==> src/rtl/mul_unit_pkg.sv <==
// Shared definitions for the iterative M-extension multiply unit:
// funct3 encodings, FSM state encoding and funct3 decode helpers.
package mul_unit_pkg;

  localparam logic [2:0] F3_MUL    = 3'b000;
  localparam logic [2:0] F3_MULH   = 3'b001;
  localparam logic [2:0] F3_MULHSU = 3'b010;
  localparam logic [2:0] F3_MULHU  = 3'b011;

  typedef enum logic [1:0] {
    ST_IDLE = 2'd0,
    ST_CALC = 2'd1,
    ST_SIGN = 2'd2,
    ST_DONE = 2'd3
  } state_e;

  // Returns {rs1_signed, rs2_signed}; the 1xx encodings behave as MUL.
  function automatic logic [1:0] f3_signs(input logic [2:0] f3);
    logic [1:0] s;
    case (f3)
      F3_MULH:   s = 2'b11;
      F3_MULHSU: s = 2'b10;
      F3_MULHU:  s = 2'b00;
      default:   s = 2'b00;
    endcase
    return s;
  endfunction

  function automatic logic f3_low_word(input logic [2:0] f3);
    return f3[2] | (f3 == F3_MUL);
  endfunction

endpackage

==> src/rtl/mul_shift_add_core.sv <==
// Unsigned shift-add engine: retires BITS_PER_CYCLE multiplier bits per step
// into a 2*XLEN accumulator and flags the final step.
module mul_shift_add_core
  import mul_unit_pkg::*;
#(
  parameter int XLEN           = 32,
  parameter int BITS_PER_CYCLE = 1
) (
  input  logic              clk,
  input  logic              rst,
  input  logic              load,
  input  logic              step,
  input  logic [XLEN:0]     mcand_mag,
  input  logic [XLEN-1:0]   mplier_mag,
  output logic [2*XLEN-1:0] product,
  output logic              last
);

  localparam int PW    = 2 * XLEN;
  localparam int N     = XLEN / BITS_PER_CYCLE;
  localparam int CNT_W = (N > 1) ? $clog2(N) : 1;
  localparam logic [CNT_W-1:0] LAST_CNT = CNT_W'(N - 1);

  logic [PW-1:0]    acc_r;
  logic [PW-1:0]    mcand_r;
  logic [XLEN-1:0]  mplier_r;
  logic [CNT_W-1:0] cnt_r;
  logic [PW-1:0]    partial_s;

  // Sum of the multiplicand shifted by each set multiplier bit in this slice.
  always_comb begin
    partial_s = {PW{1'b0}};
    for (int b = 0; b < BITS_PER_CYCLE; b++) begin
      if (mplier_r[b]) begin
        partial_s = partial_s + (mcand_r << b);
      end else begin
        partial_s = partial_s;
      end
    end
  end

  // Accumulator, operand shifters and step counter.
  always_ff @(posedge clk) begin
    if (rst) begin
      acc_r    <= {PW{1'b0}};
      mcand_r  <= {PW{1'b0}};
      mplier_r <= {XLEN{1'b0}};
      cnt_r    <= {CNT_W{1'b0}};
    end else if (load) begin
      acc_r    <= {PW{1'b0}};
      mcand_r  <= {{(PW - XLEN - 1){1'b0}}, mcand_mag};
      mplier_r <= mplier_mag;
      cnt_r    <= {CNT_W{1'b0}};
    end else if (step) begin
      acc_r    <= acc_r + partial_s;
      mcand_r  <= mcand_r << BITS_PER_CYCLE;
      mplier_r <= mplier_r >> BITS_PER_CYCLE;
      cnt_r    <= cnt_r + CNT_W'(1);
    end
  end

  assign product = acc_r;
  assign last    = (cnt_r == LAST_CNT);

endmodule

==> src/rtl/mul_unit.sv <==
// Iterative RV M-extension multiplier (MUL/MULH/MULHSU/MULHU) with a
// start/done handshake, abort, and a one-entry full-product cache.
module mul_unit
  import mul_unit_pkg::*;
#(
  parameter int XLEN           = 32,
  parameter int BITS_PER_CYCLE = 1,
  parameter int CACHE_EN       = 1
) (
  input  logic            i_clk,
  input  logic            i_rst,
  input  logic            i_start,
  input  logic            i_kill,
  input  logic [2:0]      i_f3,
  input  logic [XLEN-1:0] i_rs1,
  input  logic [XLEN-1:0] i_rs2,
  output logic            o_busy,
  output logic            o_done,
  output logic [XLEN-1:0] o_res
);

  localparam int PW = 2 * XLEN;

  state_e          state_r;
  logic            res_lo_r;
  logic            neg_r;
  logic [1:0]      signs_r;
  logic [XLEN-1:0] rs1_r;
  logic [XLEN-1:0] rs2_r;

  logic            cache_valid_r;
  logic [1:0]      cache_signs_r;
  logic [XLEN-1:0] cache_rs1_r;
  logic [XLEN-1:0] cache_rs2_r;
  logic [PW-1:0]   cache_prod_r;

  logic [1:0]      signs_s;
  logic            low_word_s;
  logic            rs1_neg_s;
  logic            rs2_neg_s;
  logic [XLEN:0]   mcand_mag_s;
  logic [XLEN-1:0] mplier_mag_s;
  logic            accept_s;
  logic            hit_s;
  logic [XLEN-1:0] hit_res_s;
  logic            core_load_s;
  logic            core_step_s;
  logic            core_last_s;
  logic [PW-1:0]   core_prod_s;
  logic [PW-1:0]   signed_prod_s;
  logic [XLEN-1:0] calc_res_s;

  // Request decode: signedness, magnitudes and cache lookup on the live ports.
  always_comb begin
    signs_s    = f3_signs(i_f3);
    low_word_s = f3_low_word(i_f3);
    rs1_neg_s  = signs_s[1] & i_rs1[XLEN-1];
    rs2_neg_s  = signs_s[0] & i_rs2[XLEN-1];
    // One extra bit keeps the most-negative multiplicand's magnitude exact.
    if (rs1_neg_s) begin
      mcand_mag_s = {(XLEN + 1){1'b0}} - {1'b1, i_rs1};
    end else begin
      mcand_mag_s = {1'b0, i_rs1};
    end
    if (rs2_neg_s) begin
      mplier_mag_s = {XLEN{1'b0}} - i_rs2;
    end else begin
      mplier_mag_s = i_rs2;
    end
    accept_s = (state_r == ST_IDLE) & i_start & ~i_kill;
    hit_s    = (CACHE_EN != 0) & cache_valid_r
             & (i_rs1 == cache_rs1_r) & (i_rs2 == cache_rs2_r)
             & (low_word_s | (signs_s == cache_signs_r));
    if (low_word_s) begin
      hit_res_s = cache_prod_r[XLEN-1:0];
    end else begin
      hit_res_s = cache_prod_r[PW-1:XLEN];
    end
    core_load_s = accept_s & ~hit_s;
    core_step_s = (state_r == ST_CALC) & ~i_kill;
  end

  mul_shift_add_core #(
    .XLEN           (XLEN),
    .BITS_PER_CYCLE (BITS_PER_CYCLE)
  ) u_core (
    .clk        (i_clk),
    .rst        (i_rst),
    .load       (core_load_s),
    .step       (core_step_s),
    .mcand_mag  (mcand_mag_s),
    .mplier_mag (mplier_mag_s),
    .product    (core_prod_s),
    .last       (core_last_s)
  );

  // Sign fix-up of the unsigned product and result word select.
  always_comb begin
    if (neg_r) begin
      signed_prod_s = {PW{1'b0}} - core_prod_s;
    end else begin
      signed_prod_s = core_prod_s;
    end
    if (res_lo_r) begin
      calc_res_s = signed_prod_s[XLEN-1:0];
    end else begin
      calc_res_s = signed_prod_s[PW-1:XLEN];
    end
  end

  // Control FSM, operand latches, product cache and registered outputs.
  always_ff @(posedge i_clk) begin
    if (i_rst) begin
      state_r       <= ST_IDLE;
      o_busy        <= 1'b0;
      o_done        <= 1'b0;
      o_res         <= {XLEN{1'b0}};
      res_lo_r      <= 1'b0;
      neg_r         <= 1'b0;
      signs_r       <= 2'b00;
      rs1_r         <= {XLEN{1'b0}};
      rs2_r         <= {XLEN{1'b0}};
      cache_valid_r <= 1'b0;
      cache_signs_r <= 2'b00;
      cache_rs1_r   <= {XLEN{1'b0}};
      cache_rs2_r   <= {XLEN{1'b0}};
      cache_prod_r  <= {PW{1'b0}};
    end else begin
      o_done <= 1'b0;
      case (state_r)
        ST_IDLE: begin
          if (accept_s) begin
            res_lo_r <= low_word_s;
            neg_r    <= rs1_neg_s ^ rs2_neg_s;
            signs_r  <= signs_s;
            rs1_r    <= i_rs1;
            rs2_r    <= i_rs2;
            if (hit_s) begin
              state_r <= ST_DONE;
              o_done  <= 1'b1;
              o_res   <= hit_res_s;
              o_busy  <= 1'b0;
            end else begin
              state_r <= ST_CALC;
              o_busy  <= 1'b1;
            end
          end
        end
        ST_CALC: begin
          if (i_kill) begin
            state_r <= ST_IDLE;
            o_busy  <= 1'b0;
          end else if (core_last_s) begin
            state_r <= ST_SIGN;
          end
        end
        ST_SIGN: begin
          if (i_kill) begin
            state_r <= ST_IDLE;
            o_busy  <= 1'b0;
          end else begin
            state_r       <= ST_DONE;
            o_busy        <= 1'b0;
            o_done        <= 1'b1;
            o_res         <= calc_res_s;
            cache_valid_r <= 1'b1;
            cache_signs_r <= signs_r;
            cache_rs1_r   <= rs1_r;
            cache_rs2_r   <= rs2_r;
            cache_prod_r  <= signed_prod_s;
          end
        end
        ST_DONE: begin
          state_r <= ST_IDLE;
          o_busy  <= 1'b0;
        end
        default: begin
          state_r <= ST_IDLE;
          o_busy  <= 1'b0;
        end
      endcase
    end
  end

endmodule

==> config.mk <==
export PLATFORM = sky130hd
export DESIGN_NAME = mul_unit
export DESIGN_NICKNAME = d
export VERILOG_FILES = /design/src/rtl/mul_unit_pkg.sv /design/src/rtl/mul_shift_add_core.sv /design/src/rtl/mul_unit.sv
export SDC_FILE = /design/constraint.sdc
export NUM_CORES = 1
export LEC_CHECK = 0
export ABC_AREA = 1
export BUFFER_PORTS_ARGS = -buffer_cell sky130_fd_sc_hd__buf_2
export CELL_PAD_IN_SITES_DETAIL_PLACEMENT = 1
export CELL_PAD_IN_SITES_GLOBAL_PLACEMENT = 1
export CORE_MARGIN = 2
export CORE_UTILIZATION = 40
export DETAILED_ROUTE_END_ITERATION = 12
export GPL_TIMING_DRIVEN = 0
export PLACE_DENSITY = 0.89
export SYNTH_ARGS = -nofsm -noshare
export SYNTH_HDL_FRONTEND = slang
export SYNTH_SLANG_ARGS = --single-unit
==> constraint.sdc <==
create_clock -name i_clk -period 2.6 [get_ports i_clk]
set_input_delay 0.26 -clock i_clk [delete_from_list [all_inputs] [get_ports i_clk]]
set_output_delay 0.26 -clock i_clk [all_outputs]
set_load 0.005 [all_outputs]
After elaboration in Yosys (flattened, before gate mapping) --
Index checks and enable logic that the tools add are counted.
Operators by class: add/sub/neg operators 5, eq/ne operators 14, multiplexer cells 29, bitwise logic cells 14, reductions and logical operators 11
Operators with widths (number):
- 2-to-1 mux 32 bit | 8
- 2-to-1 mux 64 bit | 2
- 2-to-1 mux 33 bit | 3
- adder 64 bit | 1
- == test 32 bit | 2
- case mux 32 bit (2 select lines) | 1
- subtractor 1 x 64 -> 64 bit (first input constant) | 1
- subtractor 1 x 33 -> 33 bit (first input constant) | 1
- subtractor 1 x 32 -> 32 bit (first input constant) | 1
- 2-to-1 mux 2 bit | 5
- AND 1 bit | 9
- != test 2 bit (second input constant) | 4
- case mux 2 bit (4 select lines) | 1
- AND reduction 2 bit | 4
- 2-to-1 mux 1 bit | 6
- adder 5 x 1 -> 5 bit (second input constant) | 1
- == test 5 bit (second input constant) | 1
- == test 2 bit (second input constant) | 2
- case mux 2 bit (2 select lines) | 1
- AND reduction 4 bit | 1
- nonzero test 2 bit | 2
- OR reduction 2 bit | 2
- == test 3 x 1 -> 1 bit (second input constant) | 1
- == test 3 x 2 -> 1 bit (second input constant) | 1
- other kinds (10) | 12
Storage, ports and cells: register bits after elaboration 400, input bits 71, output and inout port bits 34, word-level logic and storage cells 92

Depth between registers and ports, before layout --
Gate-level depths: netlist of run 1.
word-level depth 8, gate-level depth with buffers 20, mapped depth without buffers 18

By module --
Synthesis of run 1 repeated with hierarchy kept, for this count alone.
Unflattened totals: cell total of the unflattened synthesis 4611, area total of the unflattened synthesis 27099.7 sq um
By module, submodules not included:
- mul_unit | times used 1, cells each 2395, area an instance 14452.6 sq um, seq. area each 4704.5 sq um
- mul_shift_add_core | times used 1, cells each 2216, area an instance 12647.1 sq um, seq. area each 3303.2 sq um

Worst setup path before layout of run 1 --
OpenSTA, ideal clock, no wires.
kind flip-flop to flip-flop, start register u_core.mplier_r[0], end register u_core.acc_r[24] (netlist: u_core.product[24]), setup time 0.116 ns, arrival 2.407 ns, path slack 0.078 ns, stages on the path, launching flop included 15, path buffers 2, period minus slack after synthesis 2.522 ns, cell sequence dfxtp_1 > clkbuf_1 > clkbuf_1 > nand2_1 > inv_1 > ha_1 > fa_1 > nand3_1 > nand2_1 > and2_1 > o21ai_0 > nand3_1 > or2_2 > a21oi_1 > nor2_1
Between the ends: cells in the longest elaborated chain, start to end 2
Ends and longest elaborated chain:
- start: declaration | line mul_shift_add_core.sv:26 | logic [XLEN-1:0] mplier_r;
- start signal: assignment | line mul_shift_add_core.sv:47 | mplier_r <= {XLEN{1'b0}};
- start signal: assignment | line mul_shift_add_core.sv:52 | mplier_r <= mplier_mag;
- start signal: assignment | line mul_shift_add_core.sv:57 | mplier_r <= mplier_r >> BITS_PER_CYCLE;
- 2-to-1 mux 64 bit | line mul_shift_add_core.sv:34 | if (mplier_r[b]) begin
- adder 64 bit | line mul_shift_add_core.sv:55 | acc_r <= acc_r + partial_s;
- end signal: assignment | line mul_shift_add_core.sv:45 | acc_r <= {PW{1'b0}};
- end signal: assignment | line mul_shift_add_core.sv:50 | acc_r <= {PW{1'b0}};
- end signal: assignment | line mul_shift_add_core.sv:55
- end: declaration | line mul_shift_add_core.sv:24 | logic [PW-1:0] acc_r;
Every way passes these cells. A chain may end at the register's enable or synchronous reset.

Final worst setup path of run 1 --
start register u_core.mplier_r[0], end register u_core.acc_r[27] (netlist: u_core.product[27])
Same word-level chain as after synthesis.

==> metrics.md, run 1 <==
| Metric | Value |
|---|---|
| Post-DP HPWL | `92.43 mm` |
| Most common cell after layout, fill and taps aside | `nand2_1` |
| H-tree Lvls | `2` |
| First-pass GRT wire length | `185.7 mm` |
| Clock sinks | `400` |
| Max-slew headroom | `0.02085` |
| Netlist Area Pre-Place | `0.02633 mm²` |
| Layout area overhead | `22.23%` |
| Port bufs | `104` |
| Final Cycle Share | `1.112` |
| HP Start | `i_rst` |
| Post-synthesis sequential area ratio | `0.3041` |
| WP data required | `3.10 ns` |
| Setup CP Type | `flip-flop to flip-flop` |
| Total GRT Usage | `0.3545` |
| WL met2 | `60.85 mm` |
| Finish-stage setup viols | `68` |
| Vias | `32800` |
| R2R Path Start | `u_core.mplier_r[0]` |
| Yosys warnings | `0` |
| Syn avg cell area | `5.962 µm²` |
| CTS tree | `built` |
| Die height | `260.6 µm` |
| Power Density | `494.0 mW/mm²` |
| RSZ-0062 raised after global routing | `yes` |
| Layout Nets | `4782` |
| EDFF count, synth | `0` |
| Initial Util | `0.4020` |
| Placed Cells | `5385` |
| Worst setup EP type | `flip-flop` |
| Leakage | `15.28 nW` |
| CP Max Fanout | `5` |
| Crit. Startpoint | `u_core.mplier_r[0]` |
| Status | `finished, violations left` |
| Main synth FF type | `dfxtp_1` |
| Initial antenna violation count | `6` |
| CTS max path bufs | `3` |
| Top Metal Used | `met5` |
| Non-filler instance count after layout | `5536` |
| GPL Wtd Cong | `1.002` |
| Hold-critical path depth | `4` |
| Top Ports | `105` |
| Register bit total from synthesis | `400` |
| Number of buffers created by CTS | `45` |
| Core area | `0.06551 mm²` |
| Die ar. | `0.06790 mm²` |
| CTS root buf | `clkbuf_16` |
| Vias per inst | `5.925` |
| Total wire length | `133.6 mm` |
| Die width | `260.6 µm` |
| Peak supply drop | `0.0004676 V` |
| Worst-Margin Slew | `1.469 ns` |
| Total grt overflow | `0` |
| Netlist cell types | `39` |
| Gate count of the mapped netlist | `4417` |
| Asr flop ratio synth | `0` |
| Largest net degree at the start of global routing | `13` |
| Worst EP arrival | `3.39 ns` |
| Hold WS | `0.007155 ns` |
| Number of routed nets with antenna violations | `0` |
| FILL cells | `8783` |
| DRT iter0 DRCs | `3185` |
| Vias in the first global route | `32390` |
| Worst Hold Class | `primary input to flip-flop` |
| Failing checks | `negative setup slack` |
| Worst-Skew Late Latency | `0.62 ns` |
| Row cnt | `94` |
| R2R depth | `15` |
| Worst setup margin | `-0.2919 ns` |
| Crit path time final | `2.892 ns` |
| M1 wire length | `50.34 mm` |
| DR pass1 iterations | `6` |
| Post-Route Skew | `0.04141 ns` |
| Wire length per cell | `24.14 µm` |
| Max Cap Viol | `0` |
| Most frequent cells in the layout | `nand2_1, inv_1, nor2_1, dfxtp_1, nand3_1` |
| Routed wl met3 | `11.49 mm` |
| Post-Syn Nets | `4557` |
| Layout cells sized above 1 | `0.1553` |
| F_max | `345.8 MHz` |
| Count of final hold-check violations | `0` |
| Residual DRC | `0` |
| Clk slew on worst S/H paths | `0.07 ns` |
| Max Slew Vio Count | `0` |
| Startpoint types | `flip-flop` |
synth_stat cells (34+ instances only):
library cell | instances | area, µm²
a211oi_1 | 34 | 255.2
a21oi_1 | 350 | 1752
clkbuf_1 | 128 | 480.5
dfxtp_1 | 400 | 8008
ha_1 | 68 | 850.8
inv_1 | 616 | 2312
nand2_1 | 1203 | 4516
nand3_1 | 366 | 1832
nor2_1 | 523 | 1963
o211ai_1 | 78 | 585.6
o21ai_0 | 310 | 1551
or2_2 | 37 | 231.5
xor2_1 | 74 | 648.1
flip-flops by register name, indices dropped and copies added, names as in the netlist, 5 cells and up:
name / count
cache_rs1_r: 32
u_core.product: 64
rs1_r: 32
u_core.cnt_r: 5
rs2_r: 32
cache_prod_r: 64
u_core.mcand_r: 64
cache_rs2_r: 32
u_core.mplier_r: 32
o_res: 32
worst paths after layout:
path,endpoint,slack [ns]
max,u_core.product[27],-0.29
min,u_core.mplier_r[20],0.007
max reg2reg,u_core.product[27],-0.29
min reg2reg,cache_prod_r[1],0.46
critical path, cell delays in order, from the launching register on:
cell and delay, ns:
dfxtp_4 0.45, buf_8 0.18, buf_6 0.14, nand2_1 0.05, inv_1 0.24, ha_4 0.30, a21oi_4 0.25, o21ai_1 0.13
inv_1 0.07, nand2_1 0.09, a21oi_1 0.19, nand2_2 0.13, buf_4 0.18, xor2_2 0.15, nor2_1 0.12, nor2_1 0.08
cells by family after synthesis:
group                      Yosys count  synth area share
xor gates and xnor gates            80           0.02661
adders and majority gates           69           0.03307
buffers and inverters              833            0.1217
and+or+nand+nor                   2221            0.3468
AOI/OAI and AO/OA                  812            0.1669
DFF                                400            0.3041
muxes                                2         0.0007602
final cells by class:
| class | instances | area [µm²] | share of cell area |
|---|---|---|---|
| clock inverter | 11 | 120.1 | 0.003732 |
| multi-input combinational | 3184 | 17160 | 0.5332 |
| sequential | 400 | 8013 | 0.2489 |
| inverter | 650 | 2451 | 0.07615 |
| timing repair buffer | 180 | 1200 | 0.03728 |
| clock buffer | 61 | 1256 | 0.03903 |
| buffer | 181 | 890.9 | 0.02768 |
| antenna | 5 | 12.51 | 0.0003887 |
| tap | 864 | 1081 | 0.03358 |
stage by stage:
step	area (µm²)	worst slack, ns	util	total power, mW	TNS (ns)
2_1_floorplan	26330	0.07766	-	8.145	0
3_3_place_gp	27940	-1.165	0.4264	9.038	-75.76
3_5_place_dp	27940	-1.299	0.4264	9.117	-90.79
4_1_cts	30770	-0.02581	0.4697	15.48	-0.1103
5_1_grt	32180	-0.3435	0.4912	16.27	-10.20
6_report	32190	-0.2919	0.4913	15.90	-7.047
timing repair:
item                                   4_1_cts  5_1_grt
endpoints found under the hold margin       38        0
cloned                                       0        2
resized for setup                          266      350
pin swaps                                   25       58
setup endpoints to repair                  216      283
buffers inserted                            16       23
hold buffers                                35        0
routing by layer:
| metal | track usage | vias up |
|---|---|---|
| met1 | 0.4286 | 15760 |
| li1 | - | 14520 |
| met3 | 0.05148 | 667 |
| met2 | 0.5980 | 1852 |
| met5 | 0 | - |
| met4 | 0.2092 | 4 |
power by group:
group          switching, mW  total, mW  internal, mW
combinational           1.96       2.79         0.829
sequential             0.225       6.60          6.37
clock                   3.02       6.51          3.49
(Power assumes the default switching activity.)
==> run 2: changes to the inputs <==
--- a/config.mk
+++ b/config.mk
@@ -7,13 +7,15 @@
 export LEC_CHECK = 0
 export ABC_AREA = 1
 export BUFFER_PORTS_ARGS = -buffer_cell sky130_fd_sc_hd__buf_2
+export CAP_MARGIN = 20
 export CELL_PAD_IN_SITES_DETAIL_PLACEMENT = 1
 export CELL_PAD_IN_SITES_GLOBAL_PLACEMENT = 1
 export CORE_MARGIN = 2
 export CORE_UTILIZATION = 40
 export DETAILED_ROUTE_END_ITERATION = 12
 export GPL_TIMING_DRIVEN = 0
-export PLACE_DENSITY = 0.89
+export PLACE_DENSITY_LB_ADDON = 0.05
+export RECOVER_POWER = 25
 export SYNTH_ARGS = -nofsm -noshare
 export SYNTH_HDL_FRONTEND = slang
 export SYNTH_SLANG_ARGS = --single-unit
==> metrics.md, run 2 (synthesis gave the netlist of run 1 again) <==
| Metric | Value |
|---|---|
| DR pass1 iterations | `5` |
| Post-Route Skew | `0.03280 ns` |
| Worst EP arrival | `3.21 ns` |
| DP Worst Slack | `-1.429 ns` |
| Worst setup EP type | `flip-flop` |
| Most common cell after layout, fill and taps aside | `nand2_1` |
| RSZ-0062 raised after global routing | `yes` |
| Seq pwr share | `0.404` |
| First-pass GRT wire length | `182.5 mm` |
| Vias | `30410` |
| Die ar. | `0.06790 mm²` |
| Total wire length | `124.4 mm` |
| Comb pwr share | `0.167` |
| Top Ports | `105` |
| Die width | `260.6 µm` |
| Crit path time final | `2.707 ns` |
| Failing checks | `negative setup slack` |
| Worst Hold Class | `primary input to flip-flop` |
| Clock sinks | `400` |
| Port bufs | `104` |
| Peak supply drop | `0.0004869 V` |
| CTS max path bufs | `3` |
| CP Max Fanout | `10` |
| Leakage | `15.55 nW` |
| Non-filler instance count after layout | `5562` |
| Core area | `0.06551 mm²` |
| Placed Cells | `5386` |
| Hold WS | `0.007185 ns` |
| Worst setup margin | `-0.1074 ns` |
| Residual DRC | `0` |
| Finish-stage setup viols | `27` |
| Setup_tns | `-0.9545 ns` |
| F_max | `369.4 MHz` |
| CTS tree | `built` |
| Worst-Skew Late Latency | `0.62 ns` |
| CP dominant cell by count | `nand2_1` |
| Total GRT Usage | `0.3537` |
| DRT iter0 DRCs | `1782` |
| Fin area | `0.03279 mm²` |
| Max Cap Viol | `0` |
| CP max stage delay | `0.37 ns` |
| Status | `finished, violations left` |
| Power Internal | `11.15 mW` |
| Row cnt | `94` |
| R2R depth | `14` |
| Number of routed nets with antenna violations | `0` |
| Clk slew on worst S/H paths | `0.06 ns` |
| Layout cells sized above 1 | `0.1656` |
| Clock Power Share | `0.430` |
| Dpl cell area | `0.02795 mm²` |
| FILL cells | `8835` |
| Layout Nets | `4800` |
| Layout area overhead | `24.51%` |
| Setup CP Type | `flip-flop to flip-flop` |
| Post-DP HPWL | `96.68 mm` |
| Initial Util | `0.4020` |
| Hold-critical path depth | `4` |
| Vias in the first global route | `30320` |
| Vias per inst | `5.467` |
| Die height | `260.6 µm` |
| Count of final hold-check violations | `0` |
| WP data required | `3.10 ns` |
| Switching share of power | `0.3162` |
| Initial antenna violation count | `2` |
| Max-slew headroom | `0.2974` |
| H-tree Lvls | `2` |
| Power Density | `497.1 mW/mm²` |
| Worst-Margin Slew | `1.054 ns` |
| Max Slew Vio Count | `0` |
| Number of buffers created by CTS | `49` |
| Slowest-stage cell, CP | `clkbuf_2` |
| Total grt overflow | `0` |
| Startpoint types | `flip-flop` |
| Wire length per cell | `22.37 µm` |
| GPL Wtd Cong | `0.9637` |
| Final Cycle Share | `1.041` |
| Switching power | `5.153 mW` |
| Most frequent cells in the layout | `nand2_1, inv_1, nor2_1, dfxtp_1, nand3_1` |
| Critical path, cell by cell | `inv_1, nand2_1, nand2_1, nor2_1, nand2_1, nor2_2, nand2_1, nor2_2, nand3_4, nand2_2, clkbuf_2, nand3_1, nor2_1, nor2_1` |
| Largest net degree at the start of global routing | `14` |
| CTS root buf | `clkbuf_16` |
[run 2: per-stage QoR]
stage,power [mW],utilization
final,16.30,0.5005
after global routing,16.84,0.5005
after CTS,16.24,0.4844
after detailed placement,9.156,0.4267
after global placement,9.114,0.4264
after floorplan,8.145,-
[run 2: layout make-up]
class                   count  area, µm²  share of cell area
diodes                      1      2.502          0.00007632
plain buffers             181      879.6             0.02683
clock buffers              72       1473             0.04492
clock inverters            16      122.6            0.003740
inverters                 650       2449             0.07468
multi-input cells        3184      17430              0.5317
flip-flops and latches    400       8011              0.2443
well taps                 864       1081             0.03297
repair buffers            194       1336             0.04076
[run 2: final timing paths]
kind | start | slack, ns | to
max | cache_rs1_r[16] | -0.11 | o_res[25]
max reg2reg | cache_rs1_r[16] | -0.11 | o_res[25]
min reg2reg | cache_prod_r[1] | 0.46 | cache_prod_r[1]
min | i_rst | 0.007 | u_core.mplier_r[20]
[run 2: power by group through the flow]
stage / combinational [mW] / clock, mW / sequential [mW]
final: 2.71 / 7.00 / 6.58
after global routing: 2.96 / 7.28 / 6.61
after CTS: 2.61 / 7.06 / 6.57
after detailed placement: 2.46 / 0 / 6.69
after global placement: 2.43 / 0 / 6.69
after floorplan: 1.53 / 0 / 6.62
[run 2: per-layer routing]
layer / part of all wire / track usage / up-vias / wire, µm
li1: - / - / 14590 / -
met1: 0.41 / 0.4268 / 14720 / 51420
met2: 0.49 / 0.6254 / 808 / 60580
met3: 0.048 / 0.04439 / 299 / 5987
met4: 0.052 / 0.1603 / 0 / 6457
met5: 0 / 0 / - / 0
[run 2: worst max-delay path: cells and delay by family (launching register included)]
family,cells,cell delay (ns)
buffers and inverters,2,0.43
AND/OR/NAND/NOR,12,1.77
flip-flops,1,0.34
[run 2: what timing repair did]
action	4_1_cts	5_1_grt
hold endpoints to repair	50	0
gates resized for setup	384	309
gates cloned	1	0
setup endpoints to repair	274	175
pin swaps	56	72
hold buffers	44	0
buffers inserted	27	17
==> run 3: changes to the inputs <==
--- a/config.mk
+++ b/config.mk
@@ -18,4 +18,5 @@
 export RECOVER_POWER = 25
 export SYNTH_ARGS = -nofsm -noshare
 export SYNTH_HDL_FRONTEND = slang
+export SYNTH_HIERARCHICAL = 1
 export SYNTH_SLANG_ARGS = --single-unit
==> metrics.md, run 3 <==
| Metric | Value |
|---|---|
| Total wire length | `117.9 mm` |
| Commonest cells post-synth | `nand2_1, inv_1, nor2_1` |
| Finish-stage setup viols | `1` |
| Worst-Skew Late Latency | `0.61 ns` |
| Failing checks | `negative setup slack` |
| Worst setup margin | `-0.002927 ns` |
| Setup_tns | `-0.002927 ns` |
| Most common cell after layout, fill and taps aside | `nand2_1` |
| Slowest-stage cell, CP | `dfxtp_4` |
| Max Cap Viol | `0` |
| Synth top area share | `0.2955` |
| Wire length per cell | `20.57 µm` |
| Post-Syn Nets | `4751` |
| CTS tree | `built` |
| CP Max Fanout | `10` |
| Clk slew on worst S/H paths | `0.06 ns` |
| Count leader, synth | `nand2_1` |
| Port bufs | `104` |
| Netlist Area Pre-Place | `0.02710 mm²` |
| Total grt overflow | `0` |
| Worst-Margin Slew | `0.9574 ns` |
| Vias per inst | `5.283` |
| Yosys warnings | `6` |
| Crit path max-delay family | `simple AND/OR/NAND/NOR gates` |
| Vias | `30290` |
| F_max | `384.2 MHz` |
| EDFF count, synth | `0` |
| Power Density | `512.7 mW/mm²` |
| Row cnt | `95` |
| CTS root buf | `clkbuf_16` |
| Post-DP HPWL | `92.66 mm` |
| Worst EP arrival | `3.10 ns` |
| DP Worst Slack | `-1.376 ns` |
| Largest net degree at the start of global routing | `14` |
| Most frequent cells in the layout | `nand2_1, inv_1, nor2_1, dfxtp_1, o21ai_0` |
| Main synth FF type | `dfxtp_1` |
| Largest cells by area after synthesis | `dfxtp_1, nand2_1, inv_1` |
| Syn avg cell area | `5.877 µm²` |
| Setup CP Type | `flip-flop to flip-flop` |
| CP bufs+invs | `5` |
| Asr flop ratio synth | `0` |
| Max Slew Vio Count | `0` |
| Register bit total from synthesis | `400` |
| Post-Route Skew | `0.01969 ns` |
| Critical path, cell by cell | `buf_12, clkbuf_8, nand2_1, inv_1, ha_4, nand2_2, inv_1, nand2_1, nand2_1, nand2_1, nand2_1, a21oi_2, nand2_4, nand2_2, nand2_1, nand2_1, nand3_1, nand2_1, inv_1` |
| Gate count of the mapped netlist | `4611` |
| Layout area overhead | `21.01%` |
| Worst setup EP type | `flip-flop` |
| Die width | `264.3 µm` |
| H-tree Lvls | `2` |
| Dpl cell area | `0.02871 mm²` |
| Initial antenna violation count | `0` |
| DR pass1 iterations | `6` |
| Netlist cell types | `44` |
| Crit path time final | `2.603 ns` |
| Initial Util | `0.4035` |
| CTS max path bufs | `3` |
| Core area | `0.06716 mm²` |
| Largest area contributor in the netlist | `dfxtp_1` |
| Clock sinks | `400` |
| Number of routed nets with antenna violations | `0` |
| Top Ports | `105` |
| Layout Nets | `4966` |
| CP dominant cell by count | `nand2_1` |
| Status | `finished, violations left` |
| Max-slew headroom | `0.3550` |
| Startpoint types | `flip-flop` |
| Die ar. | `0.06985 mm²` |
| Number of buffers created by CTS | `49` |
| DRT iter0 DRCs | `1905` |
| Count of final hold-check violations | `0` |
| Final Cycle Share | `1.001` |
| Die height | `264.3 µm` |
| Total Power | `16.81 mW` |
| Total GRT Usage | `0.3252` |
| Leakage | `16.83 nW` |
| Peak supply drop | `0.0005451 V` |
| Worst Hold Class | `primary input to flip-flop` |
| Layout cells sized above 1 | `0.1315` |
| WP data required | `3.10 ns` |
| Post-synthesis sequential area ratio | `0.2955` |
| Residual DRC | `0` |
| Fin area | `0.03279 mm²` |
| Final core occ | `0.4883` |
| First-pass GRT wire length | `174.7 mm` |
| Vias in the first global route | `29890` |
| CP max stage delay | `0.41 ns` |
| GPL Wtd Cong | `0.9731` |
| RSZ-0062 raised after global routing | `yes` |
[run 3: cell count changes in the layout (fill, tap and decap cells not counted), moves of 20 or more]
cell      delta
nand2_1    +131
nor2_1      +78
a21oi_2     -28
or2_2       -30
o221ai_1    +46
inv_1      +199
nand3_1    -106
o21ai_1     -20
nor3_1      +50
clkbuf_2    -24
a31oi_1     +22
a21oi_1     -66
[run 3: what timing repair did]
action	in CTS	in global routing
endpoints found under the setup margin	255	185
endpoints found under the hold margin	30	0
hold buffers	30	0
pin swaps	9	58
cloned	1	2
resized for setup	126	397
setup buffers	9	20
[run 3: tightest hold or removal path: cells and delay by family]
kind                   cells  cell delay [ns]
AOI/OAI and AO/OA          1             0.12
buffers and inverters      2             0.21
[run 3: cell type report]
class	count	area [µm²]
Tap cell	873	1092
Clock buffer	71	1419
Timing Repair Buffer	166	1130
Multi-Input combinational cell	3199	16820
Fill cell	9191	34370
Buffer	179	929.6
Sequential cell	400	8025
Antenna cell	1	2.502
Inverter	831	3133
Clock inverter	14	236.5
[run 3: where the power goes]
group / internal [mW] / switching (mW) / leakage [nW] / total (mW)
Combinational: 0.932 / 2.01 / 12.8 / 2.94
Sequential: 6.39 / 0.241 / 3.26 / 6.63
Clock: 4.29 / 2.96 / 0.803 / 7.24
[run 3: routing by layer]
| layer | share of wire | up-vias | track usage |
|---|---|---|---|
| met2 | 0.47 | 770 | 0.5537 |
| met5 | 0 | - | 0 |
| met1 | 0.43 | 14520 | 0.4217 |
| li1 | - | 14820 | - |
| met4 | 0.038 | 0 | 0.1190 |
| met3 | 0.054 | 185 | 0.03896 |
[run 3: cells by family (layout without fill, tap and decap cells)]
logic type | count (synthesis) | count (layout) | synth area share
XOR/XNOR | 100 | 100 | 0.03232
buffers and inverters | 1012 | 1261 | 0.1435
other | 1 | 2 | 0.0001384
flip-flops | 400 | 400 | 0.2955
AO/OA/AOI/OAI | 704 | 704 | 0.1459
adder cells (fa/ha/maj) | 69 | 69 | 0.03213
AND/OR/NAND/NOR | 2325 | 2325 | 0.3505
[run 3: through the flow]
stage                     hold slack [ns]  std cells
after detailed placement           0.4550       5588
after global placement             0.4468       5588
after global routing              0.03206       5733
after floorplan                    0.3877       4611
final                             0.02488       5734
after CTS                        0.001964       5712
[run 3: worst paths after layout]
path	from	to	slack [ns]	cells past startpoint
worst max-delay path	u_core/mplier_r[0]	u_core/product[44]	-0.003	19
worst max register to register	u_core/mplier_r[0]	u_core/product[44]	-0.003	19
worst min register to register	cache_prod_r[1]	cache_prod_r[1]	0.46	2
worst min-delay path	i_rs2[3]	rs2_r[3]	0.02	3
